`src/rtl/flash_pkg.sv`:
```
// Shared constants and types for the flash request arbiter and the SPI flash master.
// The master decodes the same command bytes, so they live here rather than in either block.
package flash_pkg;
    localparam logic [7:0] CMD_READ = 8'h03;
    localparam logic [7:0] CMD_WREN = 8'h06;
    localparam logic [7:0] CMD_PP   = 8'h02;
    localparam logic [7:0] CMD_RDSR = 8'h05;

    typedef enum logic [2:0] {
        S_IDLE,
        S_GRANT,
        S_WREN_GO,
        S_WREN_WAIT,
        S_OP_GO,
        S_OP_WAIT,
        S_RESP,
        S_ABORT
    } state_e;

    // One accepted request, held for the whole flash transaction.
    typedef struct packed {
        logic        id;
        logic        we;
        logic [23:0] addr;
        logic [7:0]  wdata;
    } txn_t;
endpackage

```
`src/rtl/flash_arbiter_rr_arb2.sv`:
```
// Two-way round-robin arbiter: combinational grant, registered last-granted pointer.
// On a tie, the port that was not granted last wins.
module rr_arb2 (
    input  logic       clk,
    input  logic       reset,
    input  logic [1:0] req_i,
    input  logic       upd_i,
    output logic       any_o,
    output logic       gnt_id_o
);
    logic last_q;

    always_comb begin
        any_o    = |req_i;
        gnt_id_o = (&req_i) ? ~last_q : req_i[1];
    end

    // Reset to 1 so port 0 wins the first tie.
    always_ff @(posedge clk or posedge reset) begin
        if (reset)
            last_q <= 1'b1;
        else if (upd_i && any_o)
            last_q <= gnt_id_o;
    end
endmodule

```
`src/rtl/flash_arbiter.sv`:
```
// Two-port request arbiter and command sequencer for the Pmod SF3 SPI flash master.
// Each request becomes READ, or WREN then PP, with a watchdog that resets a stalled master.
module flash_arbiter
    import flash_pkg::*;
#(
    parameter int TIMEOUT_CYCLES = 1048576,
    parameter int TO_W           = 21,
    parameter int RST_CYCLES     = 4
) (
    input  logic        clk,
    input  logic        reset,
    input  logic        req0_valid,
    input  logic        req0_we,
    input  logic [23:0] req0_addr,
    input  logic [7:0]  req0_wdata,
    output logic        req0_ready,
    output logic        rsp0_valid,
    output logic        rsp0_err,
    input  logic        req1_valid,
    input  logic        req1_we,
    input  logic [23:0] req1_addr,
    input  logic [7:0]  req1_wdata,
    output logic        req1_ready,
    output logic        rsp1_valid,
    output logic        rsp1_err,
    output logic [7:0]  rsp_rdata,
    output logic        sf_start,
    output logic [7:0]  sf_cmd,
    output logic [23:0] sf_addr,
    output logic [7:0]  sf_data_in,
    output logic [7:0]  sf_data_len,
    input  logic [7:0]  sf_data_out,
    input  logic        sf_done,
    output logic        sf_rst,
    output logic        busy,
    output logic        timeout_err
);
    localparam logic [TO_W-1:0] TO_LAST  = TO_W'(TIMEOUT_CYCLES - 1);
    localparam logic [TO_W-1:0] RST_LAST = TO_W'(RST_CYCLES - 1);

    state_e          state_q;
    txn_t            txn_q, req_txn;
    logic [TO_W-1:0] wd_q;
    logic [1:0]      ready_q, rsp_q;
    logic            err_q, start_q, srst_q, toerr_q;
    logic [7:0]      rdata_q, cmd_q;
    logic            any_req, gnt_id;

    rr_arb2 u_arb (
        .clk      (clk),
        .reset    (reset),
        .req_i    ({req1_valid, req0_valid}),
        .upd_i    (state_q == S_IDLE),
        .any_o    (any_req),
        .gnt_id_o (gnt_id)
    );

    always_comb begin
        req_txn.id    = gnt_id;
        req_txn.we    = gnt_id ? req1_we    : req0_we;
        req_txn.addr  = gnt_id ? req1_addr  : req0_addr;
        req_txn.wdata = gnt_id ? req1_wdata : req0_wdata;
    end

    // wd_q doubles as the stall watchdog in *_WAIT and the reset-pulse timer in ABORT.
    always_ff @(posedge clk or posedge reset) begin
        if (reset) begin
            state_q <= S_IDLE;
            txn_q   <= '0;
            wd_q    <= '0;
            ready_q <= '0;
            rsp_q   <= '0;
            err_q   <= 1'b0;
            rdata_q <= '0;
            start_q <= 1'b0;
            cmd_q   <= '0;
            srst_q  <= 1'b0;
            toerr_q <= 1'b0;
        end else begin
            ready_q <= '0;
            rsp_q   <= '0;
            start_q <= 1'b0;
            case (state_q)
                S_IDLE: if (any_req) begin
                    state_q         <= S_GRANT;
                    ready_q[gnt_id] <= 1'b1;
                    txn_q           <= req_txn;
                end
                S_GRANT: begin
                    start_q <= 1'b1;
                    wd_q    <= '0;
                    cmd_q   <= txn_q.we ? CMD_WREN : CMD_READ;
                    state_q <= txn_q.we ? S_WREN_GO : S_OP_GO;
                end
                S_WREN_GO: state_q <= S_WREN_WAIT;
                S_OP_GO:   state_q <= S_OP_WAIT;
                S_WREN_WAIT: begin
                    if (sf_done) begin
                        state_q <= S_OP_GO;
                        start_q <= 1'b1;
                        cmd_q   <= CMD_PP;
                        wd_q    <= '0;
                    end else if (wd_q == TO_LAST) begin
                        state_q <= S_ABORT;
                        srst_q  <= 1'b1;
                        toerr_q <= 1'b1;
                        wd_q    <= '0;
                    end else begin
                        wd_q <= wd_q + 1'b1;
                    end
                end
                S_OP_WAIT: begin
                    if (sf_done) begin
                        state_q          <= S_RESP;
                        rsp_q[txn_q.id]  <= 1'b1;
                        err_q            <= 1'b0;
                        rdata_q          <= txn_q.we ? 8'h00 : sf_data_out;
                    end else if (wd_q == TO_LAST) begin
                        state_q <= S_ABORT;
                        srst_q  <= 1'b1;
                        toerr_q <= 1'b1;
                        wd_q    <= '0;
                    end else begin
                        wd_q <= wd_q + 1'b1;
                    end
                end
                S_ABORT: begin
                    if (wd_q == RST_LAST) begin
                        state_q         <= S_RESP;
                        srst_q          <= 1'b0;
                        rsp_q[txn_q.id] <= 1'b1;
                        err_q           <= 1'b1;
                        rdata_q         <= 8'h00;
                    end else begin
                        wd_q <= wd_q + 1'b1;
                    end
                end
                S_RESP: begin
                    state_q <= S_IDLE;
                    err_q   <= 1'b0;
                    rdata_q <= 8'h00;
                end
                default: state_q <= S_IDLE;
            endcase
        end
    end

    assign req0_ready  = ready_q[0];
    assign req1_ready  = ready_q[1];
    assign rsp0_valid  = rsp_q[0];
    assign rsp1_valid  = rsp_q[1];
    assign rsp0_err    = rsp_q[0] & err_q;
    assign rsp1_err    = rsp_q[1] & err_q;
    assign rsp_rdata   = rdata_q;
    assign sf_start    = start_q;
    assign sf_cmd      = cmd_q;
    assign sf_addr     = txn_q.addr;
    assign sf_data_in  = txn_q.wdata;
    assign sf_data_len = 8'd1;
    assign sf_rst      = srst_q;
    assign busy        = (state_q != S_IDLE);
    assign timeout_err = toerr_q;
endmodule

```
`config.mk`:
```
export PLATFORM = sky130hd
export DESIGN_NAME = flash_arbiter
export DESIGN_NICKNAME = d
export VERILOG_FILES = /design/src/rtl/flash_pkg.sv /design/src/rtl/flash_arbiter_rr_arb2.sv /design/src/rtl/flash_arbiter.sv
export SDC_FILE = /design/constraint.sdc
export NUM_CORES = 1
export LEC_CHECK = 0
export ABC_AREA = 1
export BUFFER_PORTS_ARGS = -buffer_cell sky130_fd_sc_hd__buf_2
export CORE_MARGIN = 1.5
export CORE_UTILIZATION = 25
export CTS_CLUSTER_SIZE = 10
export DETAILED_ROUTE_END_ITERATION = 8
export GPL_TIMING_DRIVEN = 0
export HOLD_SLACK_MARGIN = 0.12
export PLACE_DENSITY = 0.48
export REMOVE_ABC_BUFFERS = 1
export SLEW_MARGIN = 20
export SYNTH_ARGS = -nofsm -noshare
export SYNTH_HDL_FRONTEND = slang
export SYNTH_SLANG_ARGS = --single-unit
```
`constraint.sdc`:
```
create_clock -name clk -period 2.5 [get_ports clk]
set_input_delay 0.125 -clock clk [delete_from_list [all_inputs] [get_ports clk]]
set_output_delay 0.125 -clock clk [all_outputs]
set_load 0.01 [all_outputs]
```
* After elaboration in Yosys (flattened, before gate mapping)
Index checks and enable logic that the tools add are counted.
** Word-level totals
- Register bits after elaboration :: 83
- Output and inout bits :: 66
- Logic and storage cells :: 101
** Operators by class
- Add/subtract/negate cells :: 1
- Order comparisons :: 4
- Equal/unequal tests :: 17
- Muxes and demuxes :: 41
- Bitwise logic cells :: 4
- Reduce and logical (&&, ||, !) cells :: 19
** Operator list (count)
- $mux W21 :: 4
- $pmux W21 S4 :: 1
- $mux W8 :: 5
- $mux W24 :: 1
- $pmux W3 S8 :: 1
- $pmux W8 S3 :: 1
- $add A21 B1 Y21 const B :: 1
- $eq A21 B2 Y1 const B :: 1
- $eq A21 B20 Y1 const B :: 1
- $mux W3 :: 7
- $pmux W8 S2 :: 1
- $ne A2 B2 Y1 const B :: 7
- $eq A3 B3 Y1 const B :: 4
- $mux W1 :: 10
- $reduce_and A3 Y1 :: 3
- $mux W2 :: 4
- $reduce_and A2 Y1 :: 4
- $eq A3 B2 Y1 const B :: 2
- $reduce_bool A3 Y1 :: 2
- $lt A1 B2 Y1 const B :: 2
- $pmux W1 S2 :: 2
- $pmux W2 S2 :: 1
- $reduce_and A4 Y1 :: 1
- $reduce_bool A2 Y1 :: 2
- other kinds (11) :: 18

* Logic depth before layout (Yosys ltp)
- Depth after elaboration :: 8
- Mapped depth :: 12
- Depth with buffers taken out :: 12

* By module
Synthesis repeated with hierarchy kept, for this count alone.
** Unflattened totals
- Cells, all modules :: 591
- Area total of the unflattened synthesis :: 4385.5 um^2
** Modules (own cells, without submodules)
- flash_arbiter :: times used 1, cells each 582, area each 4320.4 um^2, sequential area each 1926.8 um^2
- rr_arb2 :: times used 1, cells each 9, area each 65.1 um^2, sequential area each 26.3 um^2

* Worst setup path after synthesis
No wires, ideal clock.
- Path type :: flip-flop to flip-flop
- Start point :: register wd_q[0]
- End point :: register wd_q[10]
- Setup time :: 0.119 ns
- Data arrival time :: 1.614 ns
- Required time :: 2.381 ns
- Slack :: 0.767 ns
- Stages on the path, launching flop included :: 13
- Path buffers :: 0
- Cells stage by stage :: dfrtp_1 ha_1 nand2_2 nor2_8 nand2_2 nor2_2 nand3_2 nand2_2 nand2_4 nor2_4 inv_2 o21ai_1 nor2_1
** On the way
- Word-level cells in the longest chain between the ends :: 4
** RTL lines
- start: declaration :: line flash_arbiter.sv:43 : logic [TO_W-1:0] wd_q;
- start signal: assignment :: line flash_arbiter.sv:109 : wd_q <= wd_q + 1'b1;
- start signal: assignment :: line flash_arbiter.sv:124 : wd_q <= wd_q + 1'b1;
- start signal: assignment :: line flash_arbiter.sv:135 : wd_q <= wd_q + 1'b1;
- $add A21 B1 Y21 or $eq A21 B20 Y1 (tied branches)
- $mux W21 :: line flash_arbiter.sv:103, flash_arbiter.sv:118
- $mux W21, on equally long branches :: line flash_arbiter.sv:113, flash_arbiter.sv:98
- $pmux W21 S4 :: line flash_arbiter.sv:83 : case (state_q)
Parallel ways exist; a longest one is shown, timed or not. The select of a mux whose other input is x is not followed.
A chain may end at the register's enable or synchronous reset.

* Final worst setup path
- Start point :: register state_q[1]
- End point :: register txn_q (netlist bit sf_addr[7])
** On the way
- Word-level cells in the longest chain between the ends :: 2
** RTL lines
- start: declaration :: line flash_arbiter.sv:41 : state_e state_q;
- start signal: assignment :: line flash_arbiter.sv:93 : state_q <= txn_q.we ? S_WREN_GO : S_OP_GO;
- $logic_not A3 Y1 :: line flash_arbiter.sv:83
- $reduce_and A2 Y1 (no line)
- end signal: assignment :: line flash_arbiter.sv:87 : txn_q <= req_txn;
- end: declaration :: line flash_arbiter.sv:42 : txn_t txn_q, req_txn;
No other way between the ends.

==> flow_summary_export.csv <==
group,metric,value,unit
placement,portBuffers,131,
final_layout,num_antenna_cells,0,
run,maxCapViolCount,0,
clock_network,clkLatencyLatePin,0.34,ns
setup_path,required,2.71,ns
clock_network,root_buffer,"clkbuf_16",
power_and_ir_drop,p_clk_share,44.6,%
detailed_routing,postRouteAntennaNets,0,
power_and_ir_drop,power.total,3.05,mW
die,core_area,17400,sq um
power_and_ir_drop,p_int,2.32,mW
setup_path,path_class,"reg -> reg",
detailed_routing,via_per_inst,4.35,
setup_path,cp_max_fo,34,
die,dieHeight,136,um
detailed_routing,vias,4329,
timing,setup_ws,0.192,ns
detailed_routing,wl,13500,um
global_routing,grt_pass1_vias,4353,
timing,timing.fmax,433,MHz
timing,tightest_slew,0.811,ns
power_and_ir_drop,vdd_drop_max,0.270,mV
timing,fin_tns_setup,0,ns
logic_synthesis,ys_seq_elements,78,
timing,clock_skew,0.00885,ns
timing,final_hold_viol_count,0,
detailed_routing,firstDrtPassIters,4,
power_and_ir_drop,p_sw,0.732,mW
clock_network,cts_made_buffers,9,
setup_path,reg2reg_depth,6,
clock_network,h-tree-depth,3,
placement,hpwl,8600,um
global_routing,grt_use_total,14.4,%
clock_network,path_clk_slew,0.06,ns
placement,pre_cts_slack,-0.626,ns
final_layout,final_layout_size_suffix_gt1_share,23.0,%
detailed_routing,wl_per_cell,13.5,um
clock_network,cts_buffer_depth,2,
timing,slew_violations,0,
logic_synthesis,netlist_instances,601,
global_routing,antenna_found_initial,0,
global_routing,overflow,0,
die,die_area,18600,sq um
setup_path,arrival,2.52,ns
logic_synthesis,synth-warning-count,0,
setup_path,critical_path.most_common_cell,"nand2_1",
detailed_routing,drc,0,
die,std_cell_rows,48,
min_path,holdPathStages,3,
power_and_ir_drop,pwr-share-comb,11.4,%
detailed_routing,drtIter0Drc,201,
setup_path,crit_chain,"nor2_1 -> nand2_1 -> nor2_4 -> clkinv_4 -> nand2_1 -> o21ai_0",
timing,fin_crit_sh,92.3,%
logic_synthesis,yosysSeqAreaShare,44.0,%
power_and_ir_drop,switching_share,24.0,%
global_routing,grt_pass1_wl,21200,um
die,die_w,136,um
logic_synthesis,avgSynthCellArea,7.39,sq um
die,start_util,25.6,%
power_and_ir_drop,power_leakage,3.09,nW
power_and_ir_drop,seqPwrFrac,43.9,%
placement,gp_congestion,0.872,
min_path,worstHoldEndpoint,"sf_addr[15]$_DFFE_PP0P_",
clock_network,cts_tree,"done",
final_layout,fin_area,6080,sq um
timing,setup_viol,0,
logic_synthesis,netlist_area,4440,sq um
setup_path,timing.rr.end,"sf_addr[7]$_DFFE_PP0P_",
final_layout,nets,846,
setup_path,cp-start-kind,"flip-flop",
final_layout,area_growth,36.9,%
timing,slew_headroom,45.9,%
timing,rsz0062_at_grt,"false",
power_and_ir_drop,cellPowerDensity,501,nW/um^2
min_path,hold_path.class,"in -> reg",
global_routing,grt_max_degree,47,
timing,layout_min_cycle_time,2.31,ns
setup_path,end_kind,"flip-flop",
status,run_status,"complete, no violations",
die,ios,145,
setup_path,slowest_stage,"nor2_4",
setup_path,max_stage_delay,0.54,ns
final_layout,postLayoutCoreUtil,35.1,%
logic_synthesis,synth_cell_type_count,33,
setup_path,r2r_slack,0.19,ns
min_path,hold_path.startpoint,"req0_addr[15]",
setup_path,worstReg2RegStart,"state_q[1]$_DFFE_PP0P_",
clock_network,cts_sinks,78,
placement,place_area,5030,sq um
critical path: cells and delay by family, from the launching register on:
family | cells | cell delay [ns]
compound gates | 1 | 0.11
buf+inv | 1 | 0.37
flops | 1 | 0.53
simple gates | 4 | 1.13
power by group through the flow:
stage          clock network [mW]  logic [mW]  registers [mW]
2_1_floorplan                   0      0.0871            1.38
3_3_place_gp                    0       0.249            1.36
3_5_place_dp                    0       0.257            1.36
4_1_cts                      1.40       0.341            1.34
5_1_grt                      1.45       0.386            1.34
6_report                     1.36       0.349            1.34
synth_stat cells, drive strengths merged:
| cell type | number | share of area, % |
|---|---|---|
| dfrtp | 77 | 43 |
| conb | 2 | 0.17 |
| and3 | 1 | 0.14 |
| clkinv | 1 | 0.084 |
| or2 | 1 | 0.14 |
| nor2 | 93 | 9.2 |
| a21oi | 16 | 1.8 |
| o22ai | 2 | 0.28 |
| nor3 | 7 | 0.79 |
| clkbuf | 13 | 1.1 |
| inv | 56 | 4.7 |
| nand4 | 7 | 0.99 |
| buf | 49 | 8.3 |
| o21ai | 88 | 10 |
| ha | 1 | 0.28 |
| nand2 | 155 | 14 |
| o21bai | 1 | 0.17 |
| nand3 | 24 | 2.9 |
| o211ai | 3 | 0.51 |
| xor2 | 2 | 0.39 |
| o2111a | 1 | 0.25 |
| dfstp | 1 | 0.59 |
routing by layer:
layer	share of wire [%]	global-route usage [%]	wire [um]
met1	45	17.6	6060
met2	47	24.6	6350
met3	6.5	3.69	873
met4	1.5	4.85	204
met5	0	0	0
cell type report:
cell class,count,area [sq um]
Timing Repair inverter,1,7.51
Inverter,57,225
Fill cell,1786,11300
Tap cell,225,282
Clock inverter,3,43.8
Clock buffer,13,260
Multi-Input combinational cell,416,1920
Sequential cell,78,1950
Timing Repair Buffer,203,1390
per-stage QoR:
step / hold WS (ns) / std cells
after floorplan: 0.285 / 550
after global placement: 0.386 / 906
after detailed placement: 0.194 / 907
after CTS: 0.132 / 994
after global routing: 0.148 / 996
final: 0.133 / 996
sequential cells by signal (all words and copies together), names as in the netlist, 2 cells and up:
signal      flops
wd_q           21
sf_addr        24
txn_q           2
rsp_rdata       8
sf_data_in      8
sf_cmd          3
state_q         3
rsp_q           2
ready_q         2
layout by cell type (no fill, tap or decap), types with 3 or more instances in the layout:
cell type	netlist	layout
dlygate4sd3_1	0	71
nor2_4	5	5
nand2_2	8	8
nand4_1	7	7
dfrtp_1	77	77
clkbuf_16	0	9
a21oi_1	16	16
o211ai_1	3	3
o21ai_0	75	75
o21ai_1	12	12
inv_1	54	52
nor2_2	3	4
nand2_1	146	145
buf_2	2	131
nor3_1	7	7
nor2_1	84	84
conb_1	2	13
nand3_1	22	22
repair_timing:
action                     CTS  global route
hold buffers                71             0
setup buffers                0             0
gates cloned                 0             2
setup endpoints to repair   34            36
pin swaps                    0             1
hold endpoints to repair    73             0
gates resized for setup      2             4
worst max path at each step:
| stage | slack [ns] | from | to | cells after the start |
|---|---|---|---|---|
| 2_1_floorplan | 0.35 | state_q[1]$_DFFE_PP0P_ | sf_addr[0]$_DFFE_PP0P_ | 6 |
| 3_3_place_gp | -0.87 | reset | rsp_rdata[4]$_DFFE_PP0P_ | 2 |
| 3_5_place_dp | -0.63 | state_q[1]$_DFFE_PP0P_ | sf_addr[7]$_DFFE_PP0P_ | 6 |
| 4_1_cts | -0.06 | u_arb.last_q$_DFFE_PP1P_ | sf_addr[12]$_DFFE_PP0P_ | 5 |
| 5_1_grt | 0.05 | state_q[1]$_DFFE_PP0P_ | sf_addr[2]$_DFFE_PP0P_ | 6 |
| 6_report | 0.19 | state_q[1]$_DFFE_PP0P_ | sf_addr[7]$_DFFE_PP0P_ | 6 |
cells by family (layout without fill, tap and decap cells):
| logic type | Yosys count | after routing | synth area share (%) |
|---|---|---|---|
| AND/OR/NAND/NOR | 288 | 289 | 27.9 |
| buffers and inverters | 119 | 277 | 14.2 |
| AO/OA/AOI/OAI | 111 | 111 | 13.0 |
| flip-flops | 78 | 78 | 44.0 |
| other | 2 | 13 | 0.169 |
| XOR/XNOR | 2 | 2 | 0.394 |
| adder cells (fa/ha/maj) | 1 | 1 | 0.282 |
No activity file was read; power rests on OpenSTA's default activity.
